<file path="src/rtl/decimal_entry_to_binary.sv">
// Push-button decimal entry (4 BCD digits) with live 7-seg display and iterative BCD-to-binary conversion.
// Optional cursor blink is enabled by defining CURSOR_BLINK_EN.
module decimal_entry_to_binary #(
  parameter int DEBOUNCE_CYCLES = 1_000_000,
  parameter int REFRESH_BITS    = 18,
  parameter int OUT_W           = 14
) (
  input  logic             clk,
  input  logic             reset,
  input  logic             btn_up,
  input  logic             btn_down,
  input  logic             btn_left,
  input  logic             btn_right,
  input  logic             btn_enter,
  output logic [OUT_W-1:0] led,
  output logic             valid,
  output logic             overflow,
  output logic [3:0]       an,
  output logic [6:0]       seg
);

  localparam int CNT_W = (DEBOUNCE_CYCLES > 1) ? $clog2(DEBOUNCE_CYCLES) : 1;
  localparam logic [CNT_W-1:0] CNT_MAX = CNT_W'(DEBOUNCE_CYCLES - 1);
  localparam int RW    = REFRESH_BITS + 2;
  localparam int ACC_W = 14;
  localparam logic [31:0] MAXV = 32'((64'd1 << OUT_W) - 64'd1);

  typedef enum logic [1:0] {S_IDLE, S_CONV, S_DONE} state_t;

  function automatic logic [6:0] seg_code(input logic [3:0] d);
    case (d)
      4'd0:    seg_code = 7'b0000001;
      4'd1:    seg_code = 7'b1001111;
      4'd2:    seg_code = 7'b0010010;
      4'd3:    seg_code = 7'b0000110;
      4'd4:    seg_code = 7'b1001100;
      4'd5:    seg_code = 7'b0100100;
      4'd6:    seg_code = 7'b0100000;
      4'd7:    seg_code = 7'b0001111;
      4'd8:    seg_code = 7'b0000000;
      4'd9:    seg_code = 7'b0000100;
      default: seg_code = 7'b1111111;
    endcase
  endfunction

  // Bit order: 0 up, 1 down, 2 left, 3 right, 4 enter
  logic [4:0]       btn_raw;
  logic [4:0]       sync1_q, sync2_q, db_q, db_prev_q, pulse_q;
  logic [CNT_W-1:0] cnt_q [5];

  assign btn_raw = {btn_enter, btn_right, btn_left, btn_down, btn_up};

  always_ff @(posedge clk or posedge reset) begin
    if (reset) begin
      sync1_q   <= '0;
      sync2_q   <= '0;
      db_q      <= '0;
      db_prev_q <= '0;
      pulse_q   <= '0;
      for (int i = 0; i < 5; i++) cnt_q[i] <= '0;
    end else begin
      sync1_q   <= btn_raw;
      sync2_q   <= sync1_q;
      db_prev_q <= db_q;
      pulse_q   <= db_q & ~db_prev_q;
      // A level is accepted only after an unbroken run of disagreement
      for (int i = 0; i < 5; i++) begin
        if (sync2_q[i] == db_q[i]) begin
          cnt_q[i] <= '0;
        end else if (cnt_q[i] == CNT_MAX) begin
          cnt_q[i] <= '0;
          db_q[i]  <= sync2_q[i];
        end else begin
          cnt_q[i] <= cnt_q[i] + 1'b1;
        end
      end
    end
  end

  state_t             state_q, state_d;
  logic [3:0]         digit_q [4];
  logic [3:0]         digit_d [4];
  logic [1:0]         cursor_q, cursor_d;
  logic [1:0]         k_q, k_d;
  logic [ACC_W-1:0]   acc_q, acc_d, acc_n;
  logic [OUT_W-1:0]   led_q, led_d;
  logic               ovf_q, ovf_d, ovf_n;

  always_comb begin
    state_d  = state_q;
    digit_d  = digit_q;
    cursor_d = cursor_q;
    k_d      = k_q;
    acc_d    = acc_q;
    led_d    = led_q;
    ovf_d    = ovf_q;
    acc_n    = acc_q * ACC_W'(10) + ACC_W'(digit_q[k_q]);
    ovf_n    = 32'(acc_n) > MAXV;
    case (state_q)
      S_IDLE: begin
        if (pulse_q[4]) begin
          state_d = S_CONV;
          acc_d   = '0;
          k_d     = 2'd3;
        end else if (pulse_q[0]) begin
          digit_d[cursor_q] = (digit_q[cursor_q] == 4'd9) ? 4'd0 : digit_q[cursor_q] + 4'd1;
        end else if (pulse_q[1]) begin
          digit_d[cursor_q] = (digit_q[cursor_q] == 4'd0) ? 4'd9 : digit_q[cursor_q] - 4'd1;
        end else if (pulse_q[2]) begin
          cursor_d = cursor_q + 2'd1;
        end else if (pulse_q[3]) begin
          cursor_d = cursor_q - 2'd1;
        end
      end
      S_CONV: begin
        acc_d = acc_n;
        k_d   = k_q - 2'd1;
        if (k_q == 2'd0) begin
          state_d = S_DONE;
          ovf_d   = ovf_n;
          led_d   = ovf_n ? '1 : OUT_W'(acc_n);
        end
      end
      default: state_d = S_IDLE;
    endcase
  end

  always_ff @(posedge clk or posedge reset) begin
    if (reset) begin
      state_q  <= S_IDLE;
      for (int i = 0; i < 4; i++) digit_q[i] <= '0;
      cursor_q <= '0;
      k_q      <= '0;
      acc_q    <= '0;
      led_q    <= '0;
      ovf_q    <= 1'b0;
    end else begin
      state_q  <= state_d;
      digit_q  <= digit_d;
      cursor_q <= cursor_d;
      k_q      <= k_d;
      acc_q    <= acc_d;
      led_q    <= led_d;
      ovf_q    <= ovf_d;
    end
  end

  assign led      = led_q;
  assign overflow = ovf_q;
  assign valid    = (state_q == S_DONE);

  logic [RW-1:0] refresh_q;
  logic [1:0]    sel;
  logic          blink_on;
  logic [3:0]    an_q, an_d;
  logic [6:0]    seg_q, seg_d;

  assign sel = refresh_q[RW-1 -: 2];

`ifdef CURSOR_BLINK_EN
  logic [24:0] blink_div_q;
  always_ff @(posedge clk or posedge reset) begin
    if (reset) blink_div_q <= '0;
    else       blink_div_q <= blink_div_q + 1'b1;
  end
  assign blink_on = refresh_q[RW-1] ^ blink_div_q[24];
`else
  assign blink_on = 1'b0;
`endif

  always_comb begin
    an_d      = 4'b1111;
    an_d[sel] = 1'b0;
    seg_d     = seg_code(digit_q[sel]);
    if (blink_on && (sel == cursor_q)) seg_d = 7'b1111111;
  end

  always_ff @(posedge clk or posedge reset) begin
    if (reset) begin
      refresh_q <= '0;
      an_q      <= 4'b1111;
      seg_q     <= 7'b1111111;
    end else begin
      refresh_q <= refresh_q + 1'b1;
      an_q      <= an_d;
      seg_q     <= seg_d;
    end
  end

  assign an  = an_q;
  assign seg = seg_q;

endmodule

</file>
<file path="config.mk">
export PLATFORM = sky130hd
export DESIGN_NAME = decimal_entry_to_binary
export DESIGN_NICKNAME = d
export VERILOG_FILES = /design/src/rtl/decimal_entry_to_binary.sv
export SDC_FILE = /design/constraint.sdc
export NUM_CORES = 1
export LEC_CHECK = 0
export CAP_MARGIN = 20
export CORE_MARGIN = 2
export CORE_UTILIZATION = 40
export DETAILED_ROUTE_END_ITERATION = 8
export GPL_TIMING_DRIVEN = 0
export MAX_ROUTING_LAYER = met4
export PLACE_DENSITY = 0.62
export SYNTH_ARGS = -nofsm -noshare
export SYNTH_HDL_FRONTEND = slang
export SYNTH_SLANG_ARGS = --single-unit
</file>
<file path="constraint.sdc">
create_clock -name clk -period 8.08 [get_ports clk]
set_input_delay 1.616 -clock clk [delete_from_list [all_inputs] [get_ports clk]]
set_output_delay 1.616 -clock clk [all_outputs]
set_load 0.01 [all_outputs]
</file>
==> summary.md, run 1 <==
| Metric | Value |
|---|---|
| Status | finished, final reports clean |
| Dpl ws | 4.89 ns |
| Critical Path RT | 6.46 ns |
| Mapped Avg Cell Area | 10.7 µm² |
| Seq. cell area | 5140 µm² |
| DP Wirelength | 12400 µm |
| Slew HR | 43.4% |
| Total routed wirelength | 18000 µm |
| Final worst slack | 4.75 ns |
| Area of the multi-input gates | 4690 µm² |
| DRT iter0 DRCs | 264 |
| Vias | 6675 |
| Clock transition at path regs | 0.06 ns |
| Met2 wire length | 8380 µm |
| Sw Share | 21.4% |
| WL met3 | 570 µm |
| Final setup fails | 0 |
| Port bufs | 32 |
| Number of buffers created by CTS | 24 |
| Final net count | 1039 |
| Reg power frac | 47.1% |
| Hold Fails Final Rpt | 0 |
| Height of the die | 162 µm |
| Static Leak | 5.15 nW |
| Mapped Nets | 980 |
| First-pass GRT wire length | 31800 µm |
| Setup Skew | 0.0111 ns |
| DRC | 0 |
| Clock tree sinks | 205 |
| WL/cell | 13.5 µm |
| Fin crit share | 41.2% |
| Cell variety after synth | 62 |
| Worst Max-Slew Pin Slew | 0.847 ns |
| CTS tree | yes |
| Synth Flop Type | dfrtp_1 |
| Synth Area in Compound Gates | 5.44% |
| Cell accounting for the most synthesized area | dfrtp_1 |
| Post-Synth Adder-Cell Area | 5.14% |
| Startpoint class of the critical path | register |
| Worst Setup End Kind | output port |
| H-tree Lvls | 1 |
| Pre-Repair DR Iteration Count | 5 |
| Fmax | 300 MHz |
| Chip width | 162 µm |
| Post-Synthesis Cells | 933 |
| Mux cell area share after synthesis | 5.35% |
| Max-cap viol count | 0 |
| Clk_lat worst skew | 0.52 ns |
| # IOs | 34 |
| Residual overflow from global routing | 0 |
| Post-synthesis register bit count | 205 |
| Critical path arrival | 1.71 ns |
| CP Max Fanout | 7 |
| PD cells | 191 nW/µm² |
| Number of gates resized after cts | 0 |
| Kind of critical path | reg -> out |
| Layout cells sized above 1 | 11.3% |
| Number of antenna diodes | 0 |
| Initial antenna violation count | 0 |
| Total GRT Usage | 14.8% |
| Worst hold path type | reg -> reg |
| Hold-fix buffers at CTS | 0 |
| EDFF count, synth | 0 |
| Post-Synth XOR/XNOR Area | 11.8% |
| Max VDD drop | 0.160 mV |
| Clock power share | 50.8% |
| Final core utilization | 47.5% |
| Die Area | 26400 µm² |
| Min Hold Slack | 0.348 ns |
| Post-route ant nets | 0 |
| Yosys top cell area share | 48.4% |
| Min cycle time layout | 3.33 ns |
| Largest family of logic cells by synthesized area | simple AND/OR/NAND/NOR gates |
| Slew Limit Fails | 0 |
| Largest net degree at the start of global routing | 112 |
| Mapped cell area | 10000 µm² |
| Fill cell count | 2244 |
| RePlAce Congestion | 0.781 |
| Max layer used | met4 |
| Wl on met1 | 8720 µm |
| Post-CTS setup buffers | 0 |
| Comb pwr share | 2.1% |
| Top cells by area, synth | dfrtp_1 (48%), xor2_1 (6.2%), xnor2_1 (5.2%) |
| Post-synthesis sequential area ratio | 51.3% |
| Post-synth ARST share | 100% |
| DR vias/cell | 5.01 |
| Clock tree root buffer cell | clkbuf_16 |
| Synthesis Warnings | 0 |
| Post-Synth Simple-Gate Area | 18.9% |
| Core outline area | 24500 µm² |
| Vias in the first global route | 6564 |
| Internal power | 1.74 mW |
| Maximum clock path buffer count | 3 |
| Row count | 57 |
| Initial Utilization | 41.0% |
| Setup repair after global routing missed its margin | no |
| NetSw | 0.474 mW |
| Area Overhead vs Synth | 15.9% |
## power by group through the flow
| stage | logic, mW | registers, mW | clock network (mW) |
|---|---|---|---|
| after floorplan | 0.0338 | 1.06 | 0 |
| after global placement | 0.0469 | 1.06 | 0 |
| after detailed placement | 0.0498 | 1.06 | 0 |
| after CTS | 0.0498 | 1.04 | 1.16 |
| after global routing | 0.0555 | 1.04 | 1.21 |
| final | 0.0471 | 1.04 | 1.13 |
## metrics by stage
step | std cells | power (mW) | instance area [µm²] | TNS, ns
floorplan | 933 | 1.09 | 10000 | 0
global placement | 1289 | 1.11 | 10800 | -354.12
detailed placement | 1290 | 1.11 | 10800 | 0
CTS | 1332 | 2.25 | 11600 | 0
global route | 1332 | 2.31 | 11600 | 0
finish | 1332 | 2.22 | 11600 | 0
## placed cells by master (no fill, tap or decap), types with 7 or more instances in the layout
cell	instances
mux4_2	12
mux2_2	21
nor2b_1	9
xor2_1	71
nor3_1	14
xnor2_1	59
nand2_1	75
o21ai_0	29
inv_1	23
ha_1	38
nand4_1	17
clkbuf_16	24
nor4_1	12
dfrtp_1	194
dfstp_2	11
clkdlybuf4s50_1	32
and4_1	10
nor2_1	136
clkbuf_1	14
and3_1	19
nand3_1	66
buf_2	7
a21oi_1	18
## worst max-delay path, cell delays in order (launching register included)
cell             delay, ns
dfrtp_1               0.45
nor2b_1               0.19
clkdlybuf4s50_1       0.56
## flip-flops by register name, indices dropped and copies added (netlist names)
name and flops:
db_prev_q 5, an 4, refresh_q 20, sync1_q 5, sync2_q 5, pulse_q 5, digit_q 16, led 14
seg 7, cnt_q 100, acc_q 13, k_q 2, state_q 2, cursor_q 2, db_q 5
## synth_stat cells (3+ instances only)
cell type	number
nand3_1	66
nor4_1	12
mux4_2	12
nor3b_1	4
nand2_1	75
nor2b_1	9
mux2_2	21
and3_1	19
nand4_1	17
and2_1	3
mux2i_1	3
buf_2	7
ha_1	38
nand2b_1	6
or2_2	5
xor2_1	71
nor3_1	14
o211ai_1	6
a21oi_1	18
xnor2_1	59
nor2_1	136
buf_4	3
o21ai_0	29
a21o_1	4
inv_1	24
dfstp_2	11
and4_1	10
clkbuf_1	11
dfrtp_1	194
## kinds of logic after synthesis
family | count (synthesis)
AO/OA/AOI/OAI | 82
XOR/XNOR | 133
adder cells (fa/ha/maj) | 40
buffers and inverters | 46
flip-flops | 205
multiplexers | 36
other | 1
AND/OR/NAND/NOR | 390
## layer usage
layer | track usage [%] | up-vias
li1 | - | 3330
met1 | 20.1 | 3249
met2 | 23.6 | 69
met3 | 2.29 | 27
met4 | 3.50 | 0
met5 | - | -
## layout make-up
class / instances / share of cell area [%]
timing repair buffer: 33 / 2.99
tap: 324 / 3.49
clock buffer: 29 / 5.50
clock inverter: 13 / 1.68
inverter: 24 / 0.840
multi-input combinational: 682 / 40.3
buffer: 22 / 0.947
sequential: 205 / 44.2
## worst paths after layout
kind                            start         end  slack [ns]  cells past startpoint
max                        state_q[0]       valid        4.75                      2
min                        sync1_q[3]  sync2_q[3]        0.35                      0
max reg2reg                  acc_q[1]   acc_q[12]        4.97                      9
min reg2reg                sync1_q[3]  sync2_q[3]        0.35                      0
max in group asynchronous       reset      seg[1]        5.52                      3
min in group asynchronous       reset   cnt_q[26]        1.60                      2
(Power assumes the default switching activity.)
==> run 2: changes to the inputs <==
- clock period: 8.08 -> 3.2 ns (I/O delays scaled with it)
==> run 2 against run 1 <==
  * Register-to-register slack got worse by 4.8 ns
  * Cell area increased by 0.32%
  * Die area stayed put
==> summary.md, run 2 (synthesized netlist as in run 1, its figures left out) <==
| Metric | Value |
|---|---|
| Status | finished, final reports clean |
| DP Wirelength | 12700 µm |
| Hold Fails Final Rpt | 0 |
| Final non-filler cell total | 1335 |
| Clock tree sinks | 205 |
| Delay-heaviest family, CP | compound AO/OA/AOI/OAI gates |
| Max reg flops | 100 |
| WL/cell | 13.7 µm |
| Critical Path RT | 3.62 ns |
| Residual overflow from global routing | 0 |
| Clk_lat worst skew | 0.51 ns |
| Reg-to-Reg End | led[13] |
| Vias | 6714 |
| CP bufs+invs | 0 |
| Max-cap viol count | 0 |
| DRT iter0 DRCs | 322 |
| Total GRT Usage | 14.9% |
| Min cycle time layout | 3.03 ns |
| Worst R2R Path Depth | 9 |
| Core outline area | 24500 µm² |
| Commonest non-fill, non-tap cells in the layout | dfrtp_1 (194), nor2_1 (136), nand2_1 (75), xor2_1 (69), nand3_1 (66) |
| Port bufs | 32 |
| Fin area | 11700 µm² |
| Chip width | 162 µm |
| Row count | 57 |
| Reg-to-reg slack, setup | 0.17 ns |
| Number of antenna diodes | 0 |
| Critical path arrival | 3.45 ns |
| Die Area | 26400 µm² |
| Vias in the first global route | 6626 |
| Fin crit share | 94.8% |
| Clock transition at path regs | 0.06 ns |
| Largest net degree at the start of global routing | 41 |
| DR vias/cell | 5.03 |
| Clock tree root buffer cell | clkbuf_16 |
| Number of buffers created by CTS | 23 |
| Worst hold path type | reg -> reg |
| Static Leak | 5.17 nW |
| First-pass GRT wire length | 31900 µm |
| Final net count | 1042 |
| H-tree Lvls | 1 |
| Post-route ant nets | 0 |
| Worst path cell trace | ha_1, ha_1, fa_1, a211oi_4, o211ai_1, a221oi_2, and4_1, o211ai_1, a31oi_1 |
| Height of the die | 162 µm |
| Commonest non-fill, non-tap cell in the layout | dfrtp_1 |
| CTS tree | yes |
| Slowest stage delay, CP | 0.49 ns |
| Initial antenna violation count | 0 |
| Setup Skew | 0.00865 ns |
| RePlAce Congestion | 0.785 |
| WHS Endpoint | sync2_q[1] |
| Max VDD drop | 0.290 mV |
| CP Max Fanout | 6 |
| Slew HR | 47.1% |
| Largest registers | cnt_q: 100 flops, refresh_q: 20 flops, digit_q: 16 flops |
| Maximum clock path buffer count | 3 |
| Pre-Repair DR Iteration Count | 4 |
| Fmax | 330 MHz |
| Top reg by flops | cnt_q |
| Final setup fails | 0 |
| Cell area after placement | 10900 µm² |
| Kind of critical path | reg -> reg |
| # IOs | 34 |
| Worst path slowest cell | fa_1 |
| Reg2reg start | acc_q[1] |
| Startpoint class of the critical path | register |
| Worst Setup End Kind | register |
| Total routed wirelength | 18200 µm |
| Fill cell count | 2274 |
| HP Start | sync1_q[1] |
| Min Hold Slack | 0.346 ns |
| Worst Max-Slew Pin Slew | 0.791 ns |
| PD cells | 468 nW/µm² |
| Placed cell count | 1294 |
| Initial Utilization | 41.0% |
| DRC | 0 |
| Layout cells sized above 1 | 11.8% |
| Area Overhead vs Synth | 16.3% |
| Cell count of the worst hold path | 0 |
| Slew Limit Fails | 0 |
-- run 2: per-stage QoR --
step	power [mW]	utilization, %	setup WS [ns]	setup TNS, ns
floorplan	2.76	-	-0.0893	-17.32
global placement	2.80	44.0	-1.72	-338.43
detailed placement	2.82	44.4	0.0909	0
CTS	5.56	47.6	0.0751	0
global route	5.69	47.7	-0.00259	-0.00259
finish	5.46	47.7	0.168	0
-- run 2: area by class of cell --
type | instances | area, µm² | area share, %
timing repair buffer | 38 | 428 | 3.67
sequential | 205 | 5140 | 44.1
buffer | 21 | 106 | 0.912
tap | 324 | 405 | 3.48
inverter | 24 | 93.8 | 0.805
clock inverter | 10 | 131 | 1.13
multi-input combinational | 682 | 4710 | 40.4
clock buffer | 31 | 646 | 5.54
-- run 2: worst max path at each step --
stage          startpoint       end  slack, ns  cells past startpoint
3_5_place_dp       k_q[0]   led[13]       0.09                     11
2_1_floorplan       reset  acc_q[0]      -0.09                      1
4_1_cts            k_q[0]   led[13]       0.08                     11
5_1_grt          acc_q[1]   led[12]     -0.003                      9
3_3_place_gp        reset    led[7]      -1.72                      2
6_report         acc_q[1]   led[13]       0.17                      9
-- run 2: repair_timing --
action / in CTS / in global routing
hold endpoints to repair: 0 / 0
setup buffers: 0 / 1
hold buffers: 0 / 0
resized for setup: 0 / 3
setup endpoints to repair: 0 / 5
-- run 2: metal layers --
metal	global-route usage [%]	part of all wire [%]
met2	23.5	46
met3	2.22	2.9
met5	-	0
met1	20.4	49
met4	3.74	2.0
-- run 2: report_power, final --
group          internal, mW  switching, mW  total, mW  leakage (nW)
clock network          1.65           1.04       2.70         0.384
registers              2.62         0.0207       2.64          2.78
logic                0.0418         0.0876      0.129          2.01
total                  4.31           1.15       5.46          5.17
